**src/rtl/sobel_filter_if.sv**
```systemverilog
// Stream bundle for sobel_filter: one pixel input channel and three result channels.
// The slave modport is the filter side; master is the producer/consumer side.
interface sobel_filter_if;
  logic        i_rgb_vld;
  logic [23:0] i_rgb_data;
  logic        i_rgb_busy;

  logic        o_newR_vld;
  logic [7:0]  o_newR_data;
  logic        o_newR_busy;
  logic        o_newG_vld;
  logic [7:0]  o_newG_data;
  logic        o_newG_busy;
  logic        o_newB_vld;
  logic [7:0]  o_newB_data;
  logic        o_newB_busy;

  modport slave (
    input  i_rgb_vld, i_rgb_data,
    output i_rgb_busy,
    output o_newR_vld, o_newR_data,
    output o_newG_vld, o_newG_data,
    output o_newB_vld, o_newB_data,
    input  o_newR_busy, o_newG_busy, o_newB_busy
  );

  modport master (
    output i_rgb_vld, i_rgb_data,
    input  i_rgb_busy,
    input  o_newR_vld, o_newR_data,
    input  o_newG_vld, o_newG_data,
    input  o_newB_vld, o_newB_data,
    output o_newR_busy, o_newG_busy, o_newB_busy
  );
endinterface

```
**src/rtl/sobel_filter.sv**
```systemverilog
// 3x3 Sobel gradient magnitude per RGB plane: collects a raster-ordered window,
// computes |Gx|+|Gy| saturated to 8 bits, and hands each plane out on its own channel.
module sobel_filter (
  input  logic          i_clk,
  input  logic          i_rst,
  sobel_filter_if.slave bus
);

  localparam int unsigned PixW   = 24;
  localparam int unsigned ChW    = 8;
  localparam int unsigned NumPix = 9;
  localparam int unsigned CntW   = 4;
  localparam int unsigned AccW   = 12;

  typedef enum logic [1:0] {LOAD, CALC, OUT} stateT;

  stateT state, stateNext;
  logic [NumPix-1:0][PixW-1:0] window;
  logic [CntW-1:0] cnt;
  logic rgbBusy, rgbBusyNext;
  logic vldR, vldG, vldB;
  logic [ChW-1:0] dataR, dataG, dataB;
  logic inXfer, xferR, xferG, xferB, pending;
  logic [NumPix-1:0][ChW-1:0] planeR, planeG, planeB;
  logic [ChW-1:0] magR, magG, magB;

  // Saturated |Gx| + |Gy| for one colour plane
  function automatic logic [ChW-1:0] sobelMag(input logic [NumPix-1:0][ChW-1:0] p);
    logic signed [AccW-1:0] e [NumPix];
    logic signed [AccW-1:0] gx, gy;
    logic [AccW-1:0] ax, ay, mag;
    for (int i = 0; i < int'(NumPix); i++) e[i] = $signed(AccW'(p[i]));
    gx  = (e[2] - e[0]) + ((e[5] - e[3]) <<< 1) + (e[8] - e[6]);
    gy  = (e[6] - e[0]) + ((e[7] - e[1]) <<< 1) + (e[8] - e[2]);
    ax  = gx[AccW-1] ? -gx : gx;
    ay  = gy[AccW-1] ? -gy : gy;
    mag = ax + ay;
    return (mag > AccW'(255)) ? {ChW{1'b1}} : mag[ChW-1:0];
  endfunction

  always_comb begin
    for (int i = 0; i < int'(NumPix); i++) begin
      planeR[i] = window[i][7:0];
      planeG[i] = window[i][15:8];
      planeB[i] = window[i][23:16];
    end
    magR = sobelMag(planeR);
    magG = sobelMag(planeG);
    magB = sobelMag(planeB);
  end

  assign inXfer  = (state == LOAD) && bus.i_rgb_vld && !rgbBusy;
  assign xferR   = vldR && !bus.o_newR_busy;
  assign xferG   = vldG && !bus.o_newG_busy;
  assign xferB   = vldB && !bus.o_newB_busy;
  assign pending = (vldR && bus.o_newR_busy) || (vldG && bus.o_newG_busy) ||
                   (vldB && bus.o_newB_busy);

  always_ff @(posedge i_clk or negedge i_rst) begin
    if (!i_rst) begin
      state   <= LOAD;
      rgbBusy <= 1'b1;
    end else begin
      state   <= stateNext;
      rgbBusy <= rgbBusyNext;
    end
  end

  // Next state; input stays blocked whenever the next state is not LOAD
  always_comb begin
    stateNext = state;
    case (state)
      LOAD:    if (inXfer && cnt == CntW'(NumPix - 1)) stateNext = CALC;
      CALC:    stateNext = OUT;
      OUT:     if (!pending) stateNext = LOAD;
      default: stateNext = LOAD;
    endcase
    rgbBusyNext = (stateNext != LOAD);
  end

  always_ff @(posedge i_clk or negedge i_rst) begin
    if (!i_rst) begin
      window <= '0;
      cnt    <= '0;
      vldR   <= 1'b0;
      vldG   <= 1'b0;
      vldB   <= 1'b0;
      dataR  <= '0;
      dataG  <= '0;
      dataB  <= '0;
    end else begin
      if (inXfer) begin
        for (int i = 0; i < int'(NumPix); i++)
          if (CntW'(i) == cnt) window[i] <= bus.i_rgb_data;
        cnt <= (cnt == CntW'(NumPix - 1)) ? '0 : cnt + CntW'(1);
      end
      if (state == CALC) begin
        dataR <= magR;
        dataG <= magG;
        dataB <= magB;
        vldR  <= 1'b1;
        vldG  <= 1'b1;
        vldB  <= 1'b1;
      end else begin
        if (xferR) vldR <= 1'b0;
        if (xferG) vldG <= 1'b0;
        if (xferB) vldB <= 1'b0;
      end
    end
  end

  assign bus.i_rgb_busy  = rgbBusy;
  assign bus.o_newR_vld  = vldR;
  assign bus.o_newG_vld  = vldG;
  assign bus.o_newB_vld  = vldB;
  assign bus.o_newR_data = dataR;
  assign bus.o_newG_data = dataG;
  assign bus.o_newB_data = dataB;

endmodule

```
**src/flat_wrapper.sv**
```systemverilog
// flat-port wrapper written by rule: the top's interface ports become plain ports
module sobel_filter_flat 
  (i_clk, i_rst, bus_i_rgb_vld, bus_i_rgb_data, bus_i_rgb_busy, bus_o_newR_vld, bus_o_newR_data, bus_o_newG_vld, bus_o_newG_data, bus_o_newB_vld, bus_o_newB_data, bus_o_newR_busy, bus_o_newG_busy, bus_o_newB_busy);
  sobel_filter_if bus_i ();
  input  logic i_clk;
  input  logic i_rst;
  input wire logic [$bits(bus_i.i_rgb_vld)-1:0] bus_i_rgb_vld;
  input wire logic [$bits(bus_i.i_rgb_data)-1:0] bus_i_rgb_data;
  output wire logic [$bits(bus_i.i_rgb_busy)-1:0] bus_i_rgb_busy;
  output wire logic [$bits(bus_i.o_newR_vld)-1:0] bus_o_newR_vld;
  output wire logic [$bits(bus_i.o_newR_data)-1:0] bus_o_newR_data;
  output wire logic [$bits(bus_i.o_newG_vld)-1:0] bus_o_newG_vld;
  output wire logic [$bits(bus_i.o_newG_data)-1:0] bus_o_newG_data;
  output wire logic [$bits(bus_i.o_newB_vld)-1:0] bus_o_newB_vld;
  output wire logic [$bits(bus_i.o_newB_data)-1:0] bus_o_newB_data;
  input wire logic [$bits(bus_i.o_newR_busy)-1:0] bus_o_newR_busy;
  input wire logic [$bits(bus_i.o_newG_busy)-1:0] bus_o_newG_busy;
  input wire logic [$bits(bus_i.o_newB_busy)-1:0] bus_o_newB_busy;
  assign bus_i.i_rgb_vld = bus_i_rgb_vld;
  assign bus_i.i_rgb_data = bus_i_rgb_data;
  assign bus_i_rgb_busy = bus_i.i_rgb_busy;
  assign bus_o_newR_vld = bus_i.o_newR_vld;
  assign bus_o_newR_data = bus_i.o_newR_data;
  assign bus_o_newG_vld = bus_i.o_newG_vld;
  assign bus_o_newG_data = bus_i.o_newG_data;
  assign bus_o_newB_vld = bus_i.o_newB_vld;
  assign bus_o_newB_data = bus_i.o_newB_data;
  assign bus_i.o_newR_busy = bus_o_newR_busy;
  assign bus_i.o_newG_busy = bus_o_newG_busy;
  assign bus_i.o_newB_busy = bus_o_newB_busy;
  sobel_filter u_core (.i_clk(i_clk), .i_rst(i_rst), .bus(bus_i));
endmodule
```
**config.mk**
```make
export PLATFORM = sky130hd
export DESIGN_NAME = sobel_filter_flat
export DESIGN_NICKNAME = d
export VERILOG_FILES = /design/src/rtl/sobel_filter_if.sv /design/src/rtl/sobel_filter.sv /design/src/flat_wrapper.sv
export SDC_FILE = /design/constraint.sdc
export NUM_CORES = 1
export LEC_CHECK = 0
export ABC_AREA = 1
export CAP_MARGIN = 20
export CORE_ASPECT_RATIO = 0.7
export CORE_UTILIZATION = 29
export CTS_BUF_LIST = sky130_fd_sc_hd__clkbuf_16
export CTS_CLUSTER_DIAMETER = 200
export DETAILED_ROUTE_END_ITERATION = 6
export GPL_TIMING_DRIVEN = 0
export RECOVER_POWER = 25
export SETUP_SLACK_MARGIN = 0.15
export SLEW_MARGIN = 20
export SYNTH_ARGS = -nofsm -noshare
export SYNTH_HDL_FRONTEND = slang
export SYNTH_SLANG_ARGS = --single-unit
```
**constraint.sdc**
```tcl
create_clock -name i_clk -period 6.9 [get_ports i_clk]
set_input_delay 1.725 -clock i_clk [delete_from_list [all_inputs] [get_ports i_clk]]
set_output_delay 1.725 -clock i_clk [all_outputs]
set_load 0.02 [all_outputs]
```
==> impl_metrics.toml <==
[detailed_routing]
drc_errors = 0
drtAntennaViolNets = 0
drtPass1Iterations = 5
vias = 18510
drt_iter0_drc = 1260
via_per_inst = 4.557
wl_per_cell_um = 14.19
wl_um = 57640

[timing]
hold_violations = 0
worst_pin_slew_ns = 4.461
finalSetupViolations = 0
fmax_mhz = 159.0
final_max_slew_viol_count = 73
fin_worst_skew_ns = 0.03006
fin_crit_sh_pct = 91.16
fin_crit_ns = 6.290
maxSlewHeadroom_pct = -197.4
rsz0062_at_grt = "no"

[synth]
ys.warnings.count = 0
synthFlopType = "dfrtp_1"
synth_edf_count = 0
synth_cells = 2979
synthTopCellsByCount = "710 x nand2_1, 584 x inv_1, 253 x ha_1"
synth.ff_latch_count = 226
synth_most_common_cell = "nand2_1"
yosysTopAreaCell = "dfrtp_1"
seq_area_frac_synth_pct = 25.98
async_flop_share_pct = 100.0
ys_top_cells_by_area = "dfrtp_1 26%, ha_1 15%, nand2_1 12%"
synthDistinctLibCells = 43
synth_top_cell_area_share_pct = 25.85
synth_area_per_cell_sq_um = 7.310
synth.cell_area_sq_um = 21780
syn_nets = 3343

[critical_path]
cp-start-kind = "flop"
critPathTopFamily = "compound AO/OA/AOI/OAI gates"
cp.arrival_ns = 6.74
max_stage_delay_ns = 0.47
crit_required_ns = 7.35
crit_fanout = 10
crit_top_cell = "a21oi_1"
crit_path_end_kind = "flop"
path_buf_inv = 4
critPathSlowestCell = "fa_1"
critPathKind = "flop to flop"

[status]
status = "finished, violations left"
violations = "capacitance limit, slew limit"

[floorplanning]
die_area_sq_um = 76210
die_h_um = 231.3
core_sq_um = 73840
placementRows = 83
die_w_um = 329.5
start_util_pct = 29.49
ios = 58

[placement]
io_buffer_count = 57
placed_area_sq_um = 23630
hpwlAfterDp_um = 47580
place_congestion = 0.8917

[layout]
final_util_pct = 33.19
area.growth.synth_to_final_pct = 12.54
design_area_sq_um = 24510
drive_gt1_share_pct = 4.118
fill_cells = 7907
layout.nets = 3430

[cts]
clock_path_buffers = 3
cts_tree = "done"
clock-sinks = 226
cts_root_buf = "clkbuf_16"
cts_made_buffers = 26
htree_levels = 1
postCtsSetupBuffers = 0
clk_pin_slew_ns = 0.06
clkLatencyLatePin_ns = 0.56
ctsHoldBuffers = 0

[global_route]
grt_usage_pct = 15.39
first_global_vias = 17555
antenna_found_initial = 0
overflow = 0
grt_max_degree = 88
grt_pass1_wl_um = 94520

[flow_run]
drv_cap = 1

[hold_path]
hp-class = "flop to flop"
==> metal layers <==
layer  part of all wire (%)  track usage [%]
met5                      0                0
met4                    1.1            1.722
met3                    5.5            1.660
met2                     37            21.15
met1                     56            25.60
==> worst min-delay path: stages (launching register included) <==
cell and delay, ns:
dfrtp_1 0.34, nand2_1 0.05, o21ai_0 0.05
==> stage by stage <==
stage,setup TNS (ns),hold WS [ns],instances,worst slack (ns)
6_report,0,0.4831,4062,0.6099
5_1_grt,0,0.5071,4061,0.1227
4_1_cts,0,0.4880,4061,0.2036
3_5_place_dp,0,0.4729,4015,0.1943
3_3_place_gp,-1372.31,0.4679,4013,-6.133
2_1_floorplan,0,0.4530,2979,1.459
==> kinds of logic after synthesis <==
group	share of synthesized area [%]
flip-flops	25.98
XOR/XNOR	7.762
buffers and inverters	11.31
AO/OA/AOI/OAI	11.69
AND/OR/NAND/NOR	21.28
adder cells (fa/ha/maj)	21.98
==> cell usage in the layout, fill, tap and decap left out, drive strengths merged, types with 2 or more instances in the layout <==
| cell type | instances |
|---|---|
| nand2 | 733 |
| inv | 603 |
| ha | 253 |
| o21ai | 240 |
| dfrtp | 225 |
| a21oi | 174 |
| nand3 | 170 |
| xor2 | 148 |
| nor2 | 145 |
| fa | 81 |
| clkbuf | 67 |
| clkdlybuf4s50 | 53 |
| xnor2 | 42 |
| o21bai | 38 |
| nand4 | 17 |
| buf | 15 |
| nor3 | 14 |
| a21o | 12 |
| nand3b | 12 |
| clkinv | 10 |
| or2 | 7 |
| o31ai | 4 |
| clkinvlp | 3 |
| bufinv | 3 |
| dlygate4sd3 | 3 |
| o211ai | 2 |
| a31oi | 2 |
| a221oi | 2 |
==> state kept, by name (all words and copies together) (netlist names), 2 cells and up <==
register,count
u_core.planeB,64
u_core.planeG,64
u_core.planeR,64
u_core.bus.o_newB_data,8
u_core.bus.o_newG_data,8
u_core.bus.o_newR_data,8
u_core.cnt,4
u_core.state,2
==> cell type report <==
type                       instances  area (sq um)  area share [%]
antenna                            1         2.502         0.01021
buffer                            52         212.7          0.8679
clock buffer                      27         675.6           2.757
clock inverter                    19         173.9          0.7097
inverter                         600          2252           9.190
multi-input combinational       2101         13690           55.87
sequential                       226          5657           23.08
tap                              977          1222           4.988
timing repair buffer              59         619.3           2.527
==> path summary, 6_finish.rpt <==
kind                                    from                   endpoint  depth (start not counted)  slack, ns
min in group asynchronous              i_rst           u_core.planeG[8]                          1       2.75
setup / recovery           u_core.planeR[48]  u_core.bus.o_newR_data[7]                         30       0.61
max in group asynchronous              i_rst          u_core.planeG[23]                          1       1.64
setup reg to reg           u_core.planeR[48]  u_core.bus.o_newR_data[7]                         30       0.61
hold reg to reg            u_core.planeB[28]          u_core.planeB[28]                          2       0.48
hold / removal             u_core.planeB[28]          u_core.planeB[28]                          2       0.48
==> repair_timing <==
item	4_1_cts	5_1_grt
setup endpoints to repair	0	24
hold endpoints to repair	0	0
resized for setup	0	19
Power is left out: the tool's default activity adds up to more than one toggle a clock period on the data nets, which glitch-free logic cannot reach.
